<file path="src/rtl/glip_traffic_gen_pkg.sv">
// Shared mode encodings, FSM state type and mode-to-state decode for the GLIP
// traffic generator.
package glip_traffic_gen_pkg;

    localparam logic [1:0] MODE_LOOP   = 2'b00;
    localparam logic [1:0] MODE_SRC    = 2'b01;
    localparam logic [1:0] MODE_SNK    = 2'b10;
    localparam logic [1:0] MODE_DUPLEX = 2'b11;

    typedef enum logic [2:0] {
        ST_LOOP,
        ST_SRC,
        ST_SNK,
        ST_DUPLEX,
        ST_SWITCH
    } state_e;

    function automatic state_e mode_to_state(input logic [1:0] m);
        case (m)
            MODE_LOOP: return ST_LOOP;
            MODE_SRC:  return ST_SRC;
            MODE_SNK:  return ST_SNK;
            default:   return ST_DUPLEX;
        endcase
    endfunction

endpackage

</file>
<file path="src/rtl/glip_traffic_gen_if.sv">
// GLIP logic-side FIFO stream pair: backend-to-logic (in_*) and logic-to-backend
// (out_*). The slave modport is the traffic generator side.
interface glip_traffic_gen_if #(
    parameter int WIDTH = 16
);
    logic [WIDTH-1:0] in_data;
    logic             in_valid;
    logic             in_ready;
    logic [WIDTH-1:0] out_data;
    logic             out_valid;
    logic             out_ready;

    modport master (
        output in_data, in_valid, out_ready,
        input  in_ready, out_data, out_valid
    );

    modport slave (
        input  in_data, in_valid, out_ready,
        output in_ready, out_data, out_valid
    );
endinterface

</file>
<file path="src/rtl/glip_traffic_check.sv">
// Sink sequence checker: expects each accepted word to be the previous one plus
// one, resyncing on the first word after a resync pulse; saturating error count.
module glip_traffic_check #(
    parameter int WIDTH     = 16,
    parameter int CNT_WIDTH = 32
) (
    input  logic                 clk,
    input  logic                 rstn,
    input  logic                 resync_i,
    input  logic                 clear_i,
    input  logic                 valid_i,
    input  logic [WIDTH-1:0]     data_i,
    output logic [CNT_WIDTH-1:0] error_count_o,
    output logic                 error_o
);
    logic                 synced_q;
    logic [WIDTH-1:0]     exp_q;
    logic [CNT_WIDTH-1:0] err_cnt_q;
    logic                 error_q;
    logic                 mismatch;

    assign mismatch      = valid_i & synced_q & (data_i != exp_q);
    assign error_count_o = err_cnt_q;
    assign error_o       = error_q;

    always_ff @(posedge clk) begin
        if (!rstn) begin
            synced_q  <= 1'b0;
            exp_q     <= '0;
            err_cnt_q <= '0;
            error_q   <= 1'b0;
        end else begin
            // On a match data_i+1 equals exp_q+1, so one assignment covers sync, match and resync.
            if (resync_i) begin
                synced_q <= 1'b0;
            end else if (valid_i) begin
                synced_q <= 1'b1;
                exp_q    <= data_i + WIDTH'(1);
            end
            if (clear_i) begin
                err_cnt_q <= '0;
                error_q   <= 1'b0;
            end else if (mismatch) begin
                if (err_cnt_q != '1) begin
                    err_cnt_q <= err_cnt_q + CNT_WIDTH'(1);
                end
                error_q <= 1'b1;
            end
        end
    end

endmodule

</file>
<file path="src/rtl/glip_traffic_gen.sv">
// GLIP traffic generator/checker: loopback, counting source, checked sink and
// duplex modes with saturating statistics. Checker built when GLIP_TRAFFIC_GEN_CHECK_EN is defined.
//
// state     | meaning
// ----------+-----------------------------------------------------------
// ST_SWITCH | one idle cycle between modes; clears source, resyncs checker
// ST_LOOP   | in stream passed combinationally to out stream
// ST_SRC    | out stream carries incrementing source counter
// ST_SNK    | in stream consumed and fed to the checker
// ST_DUPLEX | source and sink active together
module glip_traffic_gen
    import glip_traffic_gen_pkg::*;
#(
    parameter int WIDTH     = 16,
    parameter int CNT_WIDTH = 32
) (
    input  logic                 clk,
    input  logic                 rstn,
    input  logic [1:0]           mode,
    input  logic                 sink_stall,
    input  logic                 clear,
    glip_traffic_gen_if.slave    fifo,
    output logic [CNT_WIDTH-1:0] xfer_count,
    output logic [CNT_WIDTH-1:0] error_count,
    output logic                 error
);
    state_e               state_q;
    logic [1:0]           mode_q;
    logic                 loop_en_q;
    logic                 src_en_q;
    logic                 snk_en_q;
    logic [WIDTH-1:0]     src_cnt_q, src_cnt_d;
    logic [CNT_WIDTH-1:0] xfer_q, xfer_d;
    logic [CNT_WIDTH:0]   xfer_sum;
    logic [1:0]           xfer_inc;
    logic                 out_valid;
    logic                 in_ready;
    logic                 out_hs;
    logic                 in_hs;
    logic                 switch_ok;

    assign out_valid = loop_en_q ? fifo.in_valid : src_en_q;
    assign in_ready  = loop_en_q ? fifo.out_ready : (snk_en_q & ~sink_stall);
    assign out_hs    = out_valid & fifo.out_ready;
    assign in_hs     = fifo.in_valid & in_ready;
    // A pending beat must complete before the mode may change.
    assign switch_ok = ~out_valid | fifo.out_ready;

    assign fifo.out_valid = out_valid;
    assign fifo.in_ready  = in_ready;
    assign fifo.out_data  = loop_en_q ? fifo.in_data : (src_en_q ? src_cnt_q : '0);
    assign xfer_count     = xfer_q;

    always_ff @(posedge clk) begin
        if (!rstn) begin
            state_q   <= ST_SWITCH;
            mode_q    <= MODE_LOOP;
            loop_en_q <= 1'b0;
            src_en_q  <= 1'b0;
            snk_en_q  <= 1'b0;
        end else if (state_q == ST_SWITCH) begin
            state_q   <= mode_to_state(mode);
            mode_q    <= mode;
            loop_en_q <= (mode == MODE_LOOP);
            src_en_q  <= (mode == MODE_SRC) || (mode == MODE_DUPLEX);
            snk_en_q  <= (mode == MODE_SNK) || (mode == MODE_DUPLEX);
        end else if ((mode != mode_q) && switch_ok) begin
            state_q   <= ST_SWITCH;
            loop_en_q <= 1'b0;
            src_en_q  <= 1'b0;
            snk_en_q  <= 1'b0;
        end
    end

    always_comb begin
        src_cnt_d = src_cnt_q;
        if (state_q == ST_SWITCH) begin
            src_cnt_d = '0;
        end else if (src_en_q && fifo.out_ready) begin
            src_cnt_d = src_cnt_q + WIDTH'(1);
        end
    end

    // In loopback both handshakes are the same transfer, so count it once.
    always_comb begin
        xfer_inc = loop_en_q ? {1'b0, out_hs} : ({1'b0, out_hs} + {1'b0, in_hs});
        xfer_sum = {1'b0, xfer_q} + (CNT_WIDTH + 1)'(xfer_inc);
        if (clear) begin
            xfer_d = '0;
        end else if (xfer_sum[CNT_WIDTH]) begin
            xfer_d = '1;
        end else begin
            xfer_d = xfer_sum[CNT_WIDTH-1:0];
        end
    end

    always_ff @(posedge clk) begin
        if (!rstn) begin
            src_cnt_q <= '0;
            xfer_q    <= '0;
        end else begin
            src_cnt_q <= src_cnt_d;
            xfer_q    <= xfer_d;
        end
    end

`ifdef GLIP_TRAFFIC_GEN_CHECK_EN
    glip_traffic_check #(
        .WIDTH     (WIDTH),
        .CNT_WIDTH (CNT_WIDTH)
    ) u_check (
        .clk           (clk),
        .rstn          (rstn),
        .resync_i      (state_q == ST_SWITCH),
        .clear_i       (clear),
        .valid_i       (in_hs & ~loop_en_q),
        .data_i        (fifo.in_data),
        .error_count_o (error_count),
        .error_o       (error)
    );
`else
    assign error_count = '0;
    assign error       = 1'b0;
`endif

endmodule

</file>
<file path="src/flat_wrapper.sv">
// flat-port wrapper written by rule: the top's interface ports become plain ports
module glip_traffic_gen_flat import glip_traffic_gen_pkg::*;
#(
    parameter int WIDTH     = 16,
    parameter int CNT_WIDTH = 32
)
  (clk, rstn, mode, sink_stall, clear, xfer_count, error_count, error, fifo_in_data, fifo_in_valid, fifo_out_ready, fifo_in_ready, fifo_out_data, fifo_out_valid);
  glip_traffic_gen_if #(.WIDTH(WIDTH)) fifo_i ();
  input  logic clk;
  input  logic rstn;
  input  logic [1:0] mode;
  input  logic sink_stall;
  input  logic clear;
  output logic [CNT_WIDTH-1:0] xfer_count;
  output logic [CNT_WIDTH-1:0] error_count;
  output logic error;
  input wire logic [$bits(fifo_i.in_data)-1:0] fifo_in_data;
  input wire logic [$bits(fifo_i.in_valid)-1:0] fifo_in_valid;
  input wire logic [$bits(fifo_i.out_ready)-1:0] fifo_out_ready;
  output wire logic [$bits(fifo_i.in_ready)-1:0] fifo_in_ready;
  output wire logic [$bits(fifo_i.out_data)-1:0] fifo_out_data;
  output wire logic [$bits(fifo_i.out_valid)-1:0] fifo_out_valid;
  assign fifo_i.in_data = fifo_in_data;
  assign fifo_i.in_valid = fifo_in_valid;
  assign fifo_i.out_ready = fifo_out_ready;
  assign fifo_in_ready = fifo_i.in_ready;
  assign fifo_out_data = fifo_i.out_data;
  assign fifo_out_valid = fifo_i.out_valid;
  glip_traffic_gen #(.WIDTH(WIDTH), .CNT_WIDTH(CNT_WIDTH)) u_core (.clk(clk), .rstn(rstn), .mode(mode), .sink_stall(sink_stall), .clear(clear), .fifo(fifo_i), .xfer_count(xfer_count), .error_count(error_count), .error(error));
endmodule
</file>
<file path="config.mk">
export PLATFORM = sky130hd
export DESIGN_NAME = glip_traffic_gen_flat
export DESIGN_NICKNAME = d
export VERILOG_FILES = /design/src/rtl/glip_traffic_gen_pkg.sv /design/src/rtl/glip_traffic_gen_if.sv /design/src/rtl/glip_traffic_check.sv /design/src/rtl/glip_traffic_gen.sv /design/src/flat_wrapper.sv
export SDC_FILE = /design/constraint.sdc
export NUM_CORES = 1
export LEC_CHECK = 0
export CELL_PAD_IN_SITES_DETAIL_PLACEMENT = 0
export CELL_PAD_IN_SITES_GLOBAL_PLACEMENT = 1
export CORE_UTILIZATION = 29
export CTS_CLUSTER_DIAMETER = 80
export CTS_CLUSTER_SIZE = 40
export DETAILED_ROUTE_END_ITERATION = 8
export MAX_ROUTING_LAYER = met4
export PLACE_DENSITY = 0.78
export SETUP_SLACK_MARGIN = 0.15
export SYNTH_ARGS = -nofsm -noshare
export SYNTH_HDL_FRONTEND = slang
export SYNTH_SLANG_ARGS = --single-unit
</file>
<file path="constraint.sdc">
create_clock -name clk -period 3.4 [get_ports clk]
set_input_delay 0.68 -clock clk [delete_from_list [all_inputs] [get_ports clk]]
set_output_delay 0.68 -clock clk [all_outputs]
set_load 0.03 [all_outputs]
</file>
==> results of run 1 <==
critical path, cell delays in order:
cell and delay, ns:
buf_6 0.11, nand2_8 0.06, o21ai_4 0.05, and2_4 0.14
ha_4 0.25, inv_2 0.03, o21ai_2 0.12, ha_2 0.20
inv_2 0.04, fa_2 0.34, or4_4 0.55, nor4_4 0.17
buf_6 0.17, buf_6 0.11, and4b_1 0.20, nor3_2 0.04
power by group through the flow:
stage,Combinational (mW),Clock (mW),Sequential [mW]
2_1_floorplan,0.172,0,0.666
3_3_place_gp,0.224,0,0.665
3_5_place_dp,0.224,0,0.665
4_1_cts,0.235,0.358,0.653
5_1_grt,0.253,0.390,0.655
6_report,0.233,0.340,0.653
final cells by class:
type,count,area (sq um),area share (%)
Clock buffer,7,76.32,1.836
Inverter,8,30.03,0.7222
Multi-Input combinational cell,300,1847,44.42
Sequential cell,54,1085,26.09
Tap cell,133,166.4,4.002
Timing Repair Buffer,97,953.4,22.93
sequential cells by signal (all words and copies together) (netlist names):
name               cells
u_core.loop_en_q       1
u_core.snk_en_q        1
u_core.state_q         1
u_core.src_cnt_q      16
u_core.xfer_count     32
u_core.mode_q          2
u_core.src_en_q        1
cell usage in the layout, fill, tap and decap left out, drive strengths merged, types with 6 or more instances in the layout:
master         netlist  final
xor2                24     24
a21oi               31     31
clkbuf              11      8
nand3               14     14
xnor2               14     14
nand2               59     59
clkdlybuf4s50        0     70
buf                 37     26
o21ai               23     23
nor3                 9      9
nor2                27     27
dfxtp               54     54
nand4               14     14
and4                 6      6
conb                 1     33
inv                  8      8
worst min-delay path by stage:
stage,startpoint,to,slack [ns],cells past startpoint
final,u_core.mode_q[1]$_SDFFE_PN0P_,u_core.mode_q[1]$_SDFFE_PN0P_,0.48,2
after global routing,u_core.mode_q[1]$_SDFFE_PN0P_,u_core.mode_q[1]$_SDFFE_PN0P_,0.52,2
after CTS,u_core.mode_q[1]$_SDFFE_PN0P_,u_core.mode_q[1]$_SDFFE_PN0P_,0.48,2
after detailed placement,u_core.mode_q[1]$_SDFFE_PN0P_,u_core.mode_q[1]$_SDFFE_PN0P_,0.47,2
after global placement,u_core.mode_q[0]$_SDFFE_PN0P_,u_core.mode_q[0]$_SDFFE_PN0P_,0.46,2
after floorplan,u_core.mode_q[0]$_SDFFE_PN0P_,u_core.mode_q[0]$_SDFFE_PN0P_,0.46,2
metal layers:
layer  vias up  GRT usage [%]
li1       1395              -
met1      1255          15.97
met2        79          24.59
met3         4          2.895
met4         0          2.484
met5         -              -
through the flow:
step                setup WS (ns)  hold WS [ns]  util [%]  TNS (ns)  total power, mW
floorplan                 0.02761        0.4553         -         0           0.8377
global placement          -0.5874        0.4627     40.06    -16.57           0.8883
detailed placement        -0.6838        0.4728     40.06    -19.49           0.8892
CTS                        0.1249        0.4849     41.62         0            1.246
global route               0.1869        0.5169     41.96         0            1.297
finish                     0.3095        0.4842     41.96         0            1.226
cells by family (layout without fill, tap and decap cells):
family | after synthesis | in the layout
DFF | 54 | 54
other | 1 | 33
and+or+nand+nor | 156 | 156
buffers and inverters | 56 | 112
adders and majority gates | 5 | 5
xor gates and xnor gates | 38 | 38
muxes | 1 | 1
AOI/OAI and AO/OA | 67 | 67
what timing repair did:
| action | 4_1_cts | 5_1_grt |
|---|---|---|
| buffers inserted | 2 | 0 |
| gates cloned | 0 | 1 |
| pin swaps | 9 | 5 |
| gates resized for setup | 30 | 2 |
| hold buffers | 0 | 0 |
| endpoints found under the setup margin | 32 | 31 |
==> results.tsv, run 1 <==
metric	value	unit
firstDrtPassIters	4	
syn_avg_cell_area	7.921	sq um
dieHeight	103.6	microns
clock_latency	0.30	ns
irDropWorstVdd	0.0001778	V
die_area	10740	sq um
synthFlopType	dfxtp_1	
crit_fanout	5	
final_max_slew_viol_count	0	
overflow	0	
fp-row-count	36	
p_clk_share	27.8	%
reg2reg_to	u_core.xfer_count[24]$_SDFF_PP0_	
synth_top_cell_area_share	36.11	%
dr_wl_met3	319	microns
yosys.area.top_type	dfxtp_1	
synthSimpleGateAreaFrac	26.08	%
io_pins	107	
synth_edf_count	0	
wirelength	7273	microns
p_seq_share	53.2	%
fin_crit_sh	90.90	%
dp.cells	589	
ff2ff_path_depth	16	
worstSetupPathType	in -> reg	
core	9910	sq um
p_leak	1.422	nW
n_fill_cell	998	
placed_area	3970	sq um
synthAdderAreaFrac	2.340	%
synth_xor_area_share	11.12	%
vias	2733	
met2_length	3544	microns
fin_nets	495	
clock_path_buffers	2	
crit_end	u_core.xfer_count[24]$_SDFF_PP0_	
power.switching	0.3570	mW
initial_core_util	30.21	%
final_cell_area	4158	sq um
reg2reg_slack	0.32	ns
setup_viol	0	
max_freq	323.6	MHz
grt_use_total	13.78	%
drt_iter0_markers	76	
top_layer	met4	
synth_area_leaders	dfxtp_1 36%, buf_4 8.3%, nand2_1 7.3%, xor2_1 7.0%, a21oi_1 5.2%	
diodes	0	
root_buffer	clkbuf_8	
arrival	3.26	ns
async_reset_ff_share	0	%
io_buffers	73	
routabilityCongestion	0.7525	
cts-htree-levels	2	
synth_compound_area_share	12.37	%
synth_cells	378	
synth.cell_area	2994	sq um
antenna_found_initial	0	
final-instance-count-excl-fill	599	
fin_skew	0.01094	ns
synth_cell_types	40	
start_kind	input pin	
cts_made_buffers	5	
slew_headroom	41.85	%
drc_errors	0	
cap_violations	0	
hold_viol_final	0	
grt_pass1_vias	2606	
grt_max_degree	27	
drive_above_1_share	15.24	%
ant_nets	0	
grt_pass1_wl	12060	microns
critPathLaunch	fifo_out_ready	
wl_per_cell	12.14	microns
path_clk_slew	0.10	ns
yosysMostFrequentCell	nand2_1	
yosysWarnings	0	
cts_num_sinks	54	
crit_path_end_kind	flop	
synth.top_cells.by_count	58 x nand2_1, 54 x dfxtp_1, 33 x buf_4	
r2r-start	u_core.loop_en_q$_SDFFE_PN0P_	
worst_pin_slew	0.8723	ns
viasPerCell	4.563	
run_status	finished clean	
p_per_area	294.8	nW/um^2
p_sw_share	29.12	%
combPwrFrac	19.0	%
synth.area.mux_share	0.3343	%
period_needed	3.091	ns
yosysSeqAreaShare	36.11	%
ys_ff_latch	54	
cts_tree	built	
hold_path.class	reg -> reg	
crit_required	3.57	ns
rsz0062_at_grt	no	
die_w	103.6	microns
p_int	0.8688	mW
hpwl	5332	microns
area_growth	38.86	%
wirelength_met1	3370	microns
synth_top_family_by_area	simple AND/OR/NAND/NOR gates	
Note: power is estimated with default switching activity, not from simulation.
==> run 2, diff against run 1 <==
RECOVER_POWER = 100   (was unset)
==> run 2 against run 1 <==
  * Utilization decreased by 0.48 points
  * Sequential power about the same
  * Clock skew down 0.0015 ns
  * Critical path depth is the same
  * Flip-flop and latch count unchanged
  * Wire length is 0.54% lower
  * Worst setup slack worse by 0.048 ns
  * Register-to-register slack got worse by 0.05 ns
  * Maximum frequency fell by 1.5%
==> results.tsv, run 2 (synthesized netlist as in run 1, its figures left out) <==
metric	value	unit
placed_area	3970	sq um
reg2reg_to	u_core.xfer_count[24]$_SDFF_PP0_	
die_w	103.6	microns
diodes	0	
mostFrequentLayoutCell	nand2_1	
grt_max_degree	27	
clock_path_buffers	2	
rsz0062_at_grt	no	
hpwl	5332	microns
ff2ff_path_depth	16	
irDropWorstVdd	0.0001766	V
dp_slack	-0.6838	ns
drive_above_1_share	12.66	%
initial_core_util	30.21	%
p_per_area	296.4	nW/um^2
cts_num_sinks	54	
max_freq	318.6	MHz
cp_slowest_cell	or4_1	
slowest_delay	0.59	ns
firstDrtPassIters	4	
crit_path_end_kind	flop	
cap_violations	0	
root_buffer	clkbuf_8	
power	1.218	mW
start_kind	input pin	
hold_path.class	reg -> reg	
arrival	3.30	ns
fin_nets	495	
drc_errors	0	
cts_made_buffers	5	
grt_pass1_vias	2606	
run_status	finished clean	
cts_tree	built	
worst_pin_slew	0.8607	ns
worst-path-buf-inv	5	
area_growth	37.28	%
cts-htree-levels	2	
grt_pass1_wl	12060	microns
hold_start	u_core.mode_q[1]$_SDFFE_PN0P_	
setup_viol	0	
p_leak	1.597	nW
ant_nets	0	
hold-path-endpoint	u_core.mode_q[1]$_SDFFE_PN0P_	
hold_viol_final	0	
wl_per_cell	12.08	microns
slew_headroom	42.62	%
fin_ws	0.2614	ns
combPwrFrac	18.6	%
p_int	0.8641	mW
dieHeight	103.6	microns
final-instance-count-excl-fill	599	
cp_top_family	simple AND/OR/NAND/NOR gates	
worstSetupPathType	in -> reg	
viasPerCell	4.573	
largest_reg_flops	32	
power.switching	0.3541	mW
crit_required	3.56	ns
core	9910	sq um
clock_latency	0.30	ns
grt_use_total	13.78	%
holdWs	0.4837	ns
p_sw_share	29.07	%
antenna_found_initial	0	
io_buffers	73	
p_seq_share	53.6	%
cpMostUsedCell	buf_6	
fin_skew	0.009411	ns
crit_fanout	5	
p_clk_share	27.8	%
dp.cells	589	
worstPathCellList	buf_6, nand2_8, o21ai_4, and2_4, ha_4, inv_2, o21ai_2, ha_1, inv_2, fa_2, or4_1, nor4_4, buf_6, buf_6, and4b_1, nor3_1	
die_area	10740	sq um
period_needed	3.139	ns
reg2reg_slack	0.27	ns
overflow	0	
wirelength	7234	microns
drt_iter0_markers	74	
vias	2739	
path_clk_slew	0.10	ns
io_pins	107	
fin_crit_sh	92.31	%
fp-row-count	36	
final_cell_area	4110	sq um
final_cell_mix	57 x nand2_1, 53 x dfxtp_1, 52 x dlygate4sd3_1	
r2r-start	u_core.loop_en_q$_SDFFE_PN0P_	
routabilityCongestion	0.7525	
final_max_slew_viol_count	0	
hold_depth	2	
## run 2: cell count changes in the layout (fill, tap and decap cells not counted), sizes merged
cell,previous run,this run
clkdlybuf4s50,70,18
dlygate4sd3,0,52
buf,26,24
clkbuf,8,10
## run 2: power groups by stage
| stage | Sequential [mW] | Clock, mW | Combinational [mW] |
|---|---|---|---|
| 2_1_floorplan | 0.666 | 0 | 0.172 |
| 3_3_place_gp | 0.665 | 0 | 0.224 |
| 3_5_place_dp | 0.665 | 0 | 0.224 |
| 4_1_cts | 0.653 | 0.358 | 0.235 |
| 5_1_grt | 0.655 | 0.390 | 0.246 |
| 6_report | 0.652 | 0.339 | 0.227 |
## run 2: repair_timing
action,CTS,global route
resized for setup,30,2
setup buffers,2,0
gates cloned,0,1
pin swaps,9,5
hold buffers,0,0
endpoints found under the setup margin,32,31
hold endpoints to repair,0,0
## run 2: area by class of cell
cell class	count	area [sq um]
multi-input combinational	300	1802
sequential	54	1085
tap	133	166.4
clock buffer	7	76.32
inverter	8	30.03
fill	1008	5799
timing repair buffer	97	950.9
## run 2: metrics by stage
step	utilization, %	setup TNS [ns]
2_1_floorplan	-	0
3_3_place_gp	40.06	-16.57
3_5_place_dp	40.06	-19.49
4_1_cts	41.62	0
5_1_grt	41.48	0
6_report	41.48	0
## run 2: worst max path at each step
| stage | start | end | slack, ns | cells after the start |
|---|---|---|---|---|
| global placement | fifo_out_ready | u_core.xfer_count[24]$_SDFF_PP0_ | -0.59 | 15 |
| detailed placement | fifo_out_ready | u_core.xfer_count[28]$_SDFF_PP0_ | -0.68 | 15 |
| finish | fifo_out_ready | u_core.xfer_count[24]$_SDFF_PP0_ | 0.26 | 16 |
| floorplan | fifo_out_ready | u_core.xfer_count[28]$_SDFF_PP0_ | 0.03 | 15 |
| CTS | u_core.loop_en_q$_SDFFE_PN0P_ | u_core.xfer_count[24]$_SDFF_PP0_ | 0.12 | 16 |
| global route | u_core.loop_en_q$_SDFFE_PN0P_ | u_core.xfer_count[24]$_SDFF_PP0_ | 0.11 | 16 |
## run 2: tightest hold or removal path, stage by stage, from the launching register on
cell	delay, ns
dfxtp_1	0.32
nand2_1	0.05
a21boi_0	0.07
## run 2: per-layer routing
layer / wire length, microns / up-vias / GRT usage (%)
met5: 0 / - / -
met4: 38 / 0 / 2.484
met3: 315 / 4 / 2.895
met2: 3563 / 75 / 24.59
met1: 3316 / 1265 / 15.97
li1: - / 1395 / -
==> run 3, diff against run 2 <==
REMOVE_ABC_BUFFERS = 1   (was unset)
==> run 3 against run 2 <==
  * Power rose by 2.3%
  * Clock power grew 12%
  * Critical path type unchanged
  * Sequential power is essentially flat
  * Design area decreased by 1.4%
  * Clock skew up 0.0015 ns
  * Sequential share of layout area up 0.37 points
  * Highest routed layer unchanged
  * Worst hold slack got worse by 0.00060 ns
  * Global-route usage up 0.39 points
  * Maximum frequency shrank 0.14%
  * Critical path depth down 1
  * Largest cell class unchanged
  * Die area stayed put
  * Final cell count increased by 0.50%
==> results.tsv, run 3 (synthesized netlist as in run 1, its figures left out) <==
metric	value	unit
hold_path.class	reg -> reg	
drc_errors	0	
max_freq	318.2	MHz
cap_violations	0	
dieHeight	103.6	microns
dp.cells	586	
mostFrequentLayoutCell	nand2_1	
ant_nets	0	
wirelength	7246	microns
p_clk_share	30.3	%
cp_slowest_cell	or4_1	
vias	2764	
worstSetupPathType	in -> reg	
initial_core_util	30.21	%
cpMostUsedCell	buf_6	
fin_skew	0.01089	ns
fin_setup_tns	0	ns
start_kind	input pin	
grt_max_degree	27	
cts_tree	built	
crit_required	3.57	ns
diodes	0	
cts-htree-levels	2	
cp_top_family	simple AND/OR/NAND/NOR gates	
drive_above_1_share	10.23	%
worstPathCellList	buf_6, mux2i_1, nor2b_1, ha_1, inv_1, o21ai_2, ha_1, inv_2, fa_2, or4_1, nor4_4, buf_6, buf_6, and4_1, a211oi_2	
wl_per_cell	12.04	microns
path_clk_slew	0.10	ns
largest_reg_flops	32	
die_w	103.6	microns
worst_pin_slew	0.8432	ns
combPwrFrac	17.5	%
fin_nets	497	
fin_crit_sh	92.44	%
irDropWorstVdd	0.0001702	V
worst-path-buf-inv	5	
hold_viol_final	0	
antenna_found_initial	0	
firstDrtPassIters	4	
p_per_area	307.4	nW/um^2
core	9910	sq um
period_needed	3.143	ns
crit_path_end_kind	flop	
final-instance-count-excl-fill	602	
hpwl	5191	microns
p_leak	1.606	nW
area_growth	35.39	%
dp_slack	-0.5355	ns
io_pins	107	
overflow	0	
final_max_slew_viol_count	0	
die_area	10740	sq um
power.switching	0.3790	mW
cts_made_buffers	5	
drt_iter0_markers	124	
rsz0062_at_grt	yes	
fp-row-count	36	
p_int	0.8673	mW
fin_ws	0.2569	ns
p_seq_share	52.2	%
cts_num_sinks	54	
io_buffers	73	
clock_path_buffers	2	
grt_pass1_wl	12350	microns
clock_latency	0.31	ns
root_buffer	clkbuf_8	
final_core_util	40.91	%
routabilityCongestion	0.7976	
setup_viol	0	
run_status	finished clean	
crit_fanout	5	
grt_pass1_vias	2611	
grt_use_total	14.18	%
final_cell_mix	58 x nand2_1, 53 x dfxtp_1, 51 x dlygate4sd3_1	
slew_headroom	43.78	%
arrival	3.31	ns
slowest_delay	0.57	ns
p_sw_share	30.41	%
viasPerCell	4.591	
## run 3: changes by cell type in the layout (fill, tap and decap cells not counted), sizes merged
cell	change
clkdlybuf4s50	+1
dlygate4sd3	-1
clkinv	+1
clkbuf	-3
clkinvlp	+1
buf	+3
inv	+1
## run 3: worst min-delay path, stage by stage (launching register included)
cell	delay [ns]
dfxtp_1	0.33
nand2_1	0.05
a21boi_0	0.06
## run 3: power by group through the flow
stage	combinational (mW)	sequential, mW	clock, mW
finish	0.218	0.651	0.378
global route	0.239	0.653	0.421
CTS	0.225	0.651	0.395
detailed placement	0.213	0.666	0
global placement	0.212	0.666	0
floorplan	0.121	0.675	0
## run 3: repair_timing
action	CTS	global route
hold buffers	0	0
setup endpoints to repair	32	32
setup buffers	6	0
resized for setup	32	2
pin swaps	11	8
cloned	2	0
## run 3: cell type report
type	instances	area [sq um]
Clock buffer	5	68.82
Multi-Input combinational cell	300	1708
Clock inverter	3	25.02
Sequential cell	54	1085
Fill cell	1034	5856
Tap cell	133	166.4
Inverter	8	30.03
Timing Repair Buffer	99	970.9
## run 3: final timing paths
kind | cells past startpoint | slack (ns) | from | endpoint
max | 15 | 0.26 | fifo_in_valid | u_core.xfer_count[28]$_SDFF_PP0_
min | 2 | 0.48 | u_core.mode_q[0]$_SDFFE_PN0P_ | u_core.mode_q[0]$_SDFFE_PN0P_
max reg2reg | 14 | 0.29 | u_core.loop_en_q$_SDFFE_PN0P_ | u_core.xfer_count[28]$_SDFF_PP0_
min reg2reg | 2 | 0.48 | u_core.mode_q[0]$_SDFFE_PN0P_ | u_core.mode_q[0]$_SDFFE_PN0P_
## run 3: through the flow
step / power, mW / hold WS [ns] / area, sq um
global route: 1.313 / 0.5264 / 4054
finish: 1.246 / 0.4831 / 4054
detailed placement: 0.8793 / 0.4738 / 3844
global placement: 0.8776 / 0.4695 / 3844
CTS: 1.271 / 0.4881 / 4059
floorplan: 0.7963 / 0.4553 / 2799
## run 3: layer usage
| metal | global-route usage (%) | up-vias | share of wire, % |
|---|---|---|---|
| li1 | - | 1408 | - |
| met1 | 17.31 | 1276 | 46 |
| met2 | 24.35 | 76 | 49 |
| met3 | 2.832 | 4 | 4.2 |
| met4 | 2.484 | 0 | 0.70 |
| met5 | - | - | 0 |
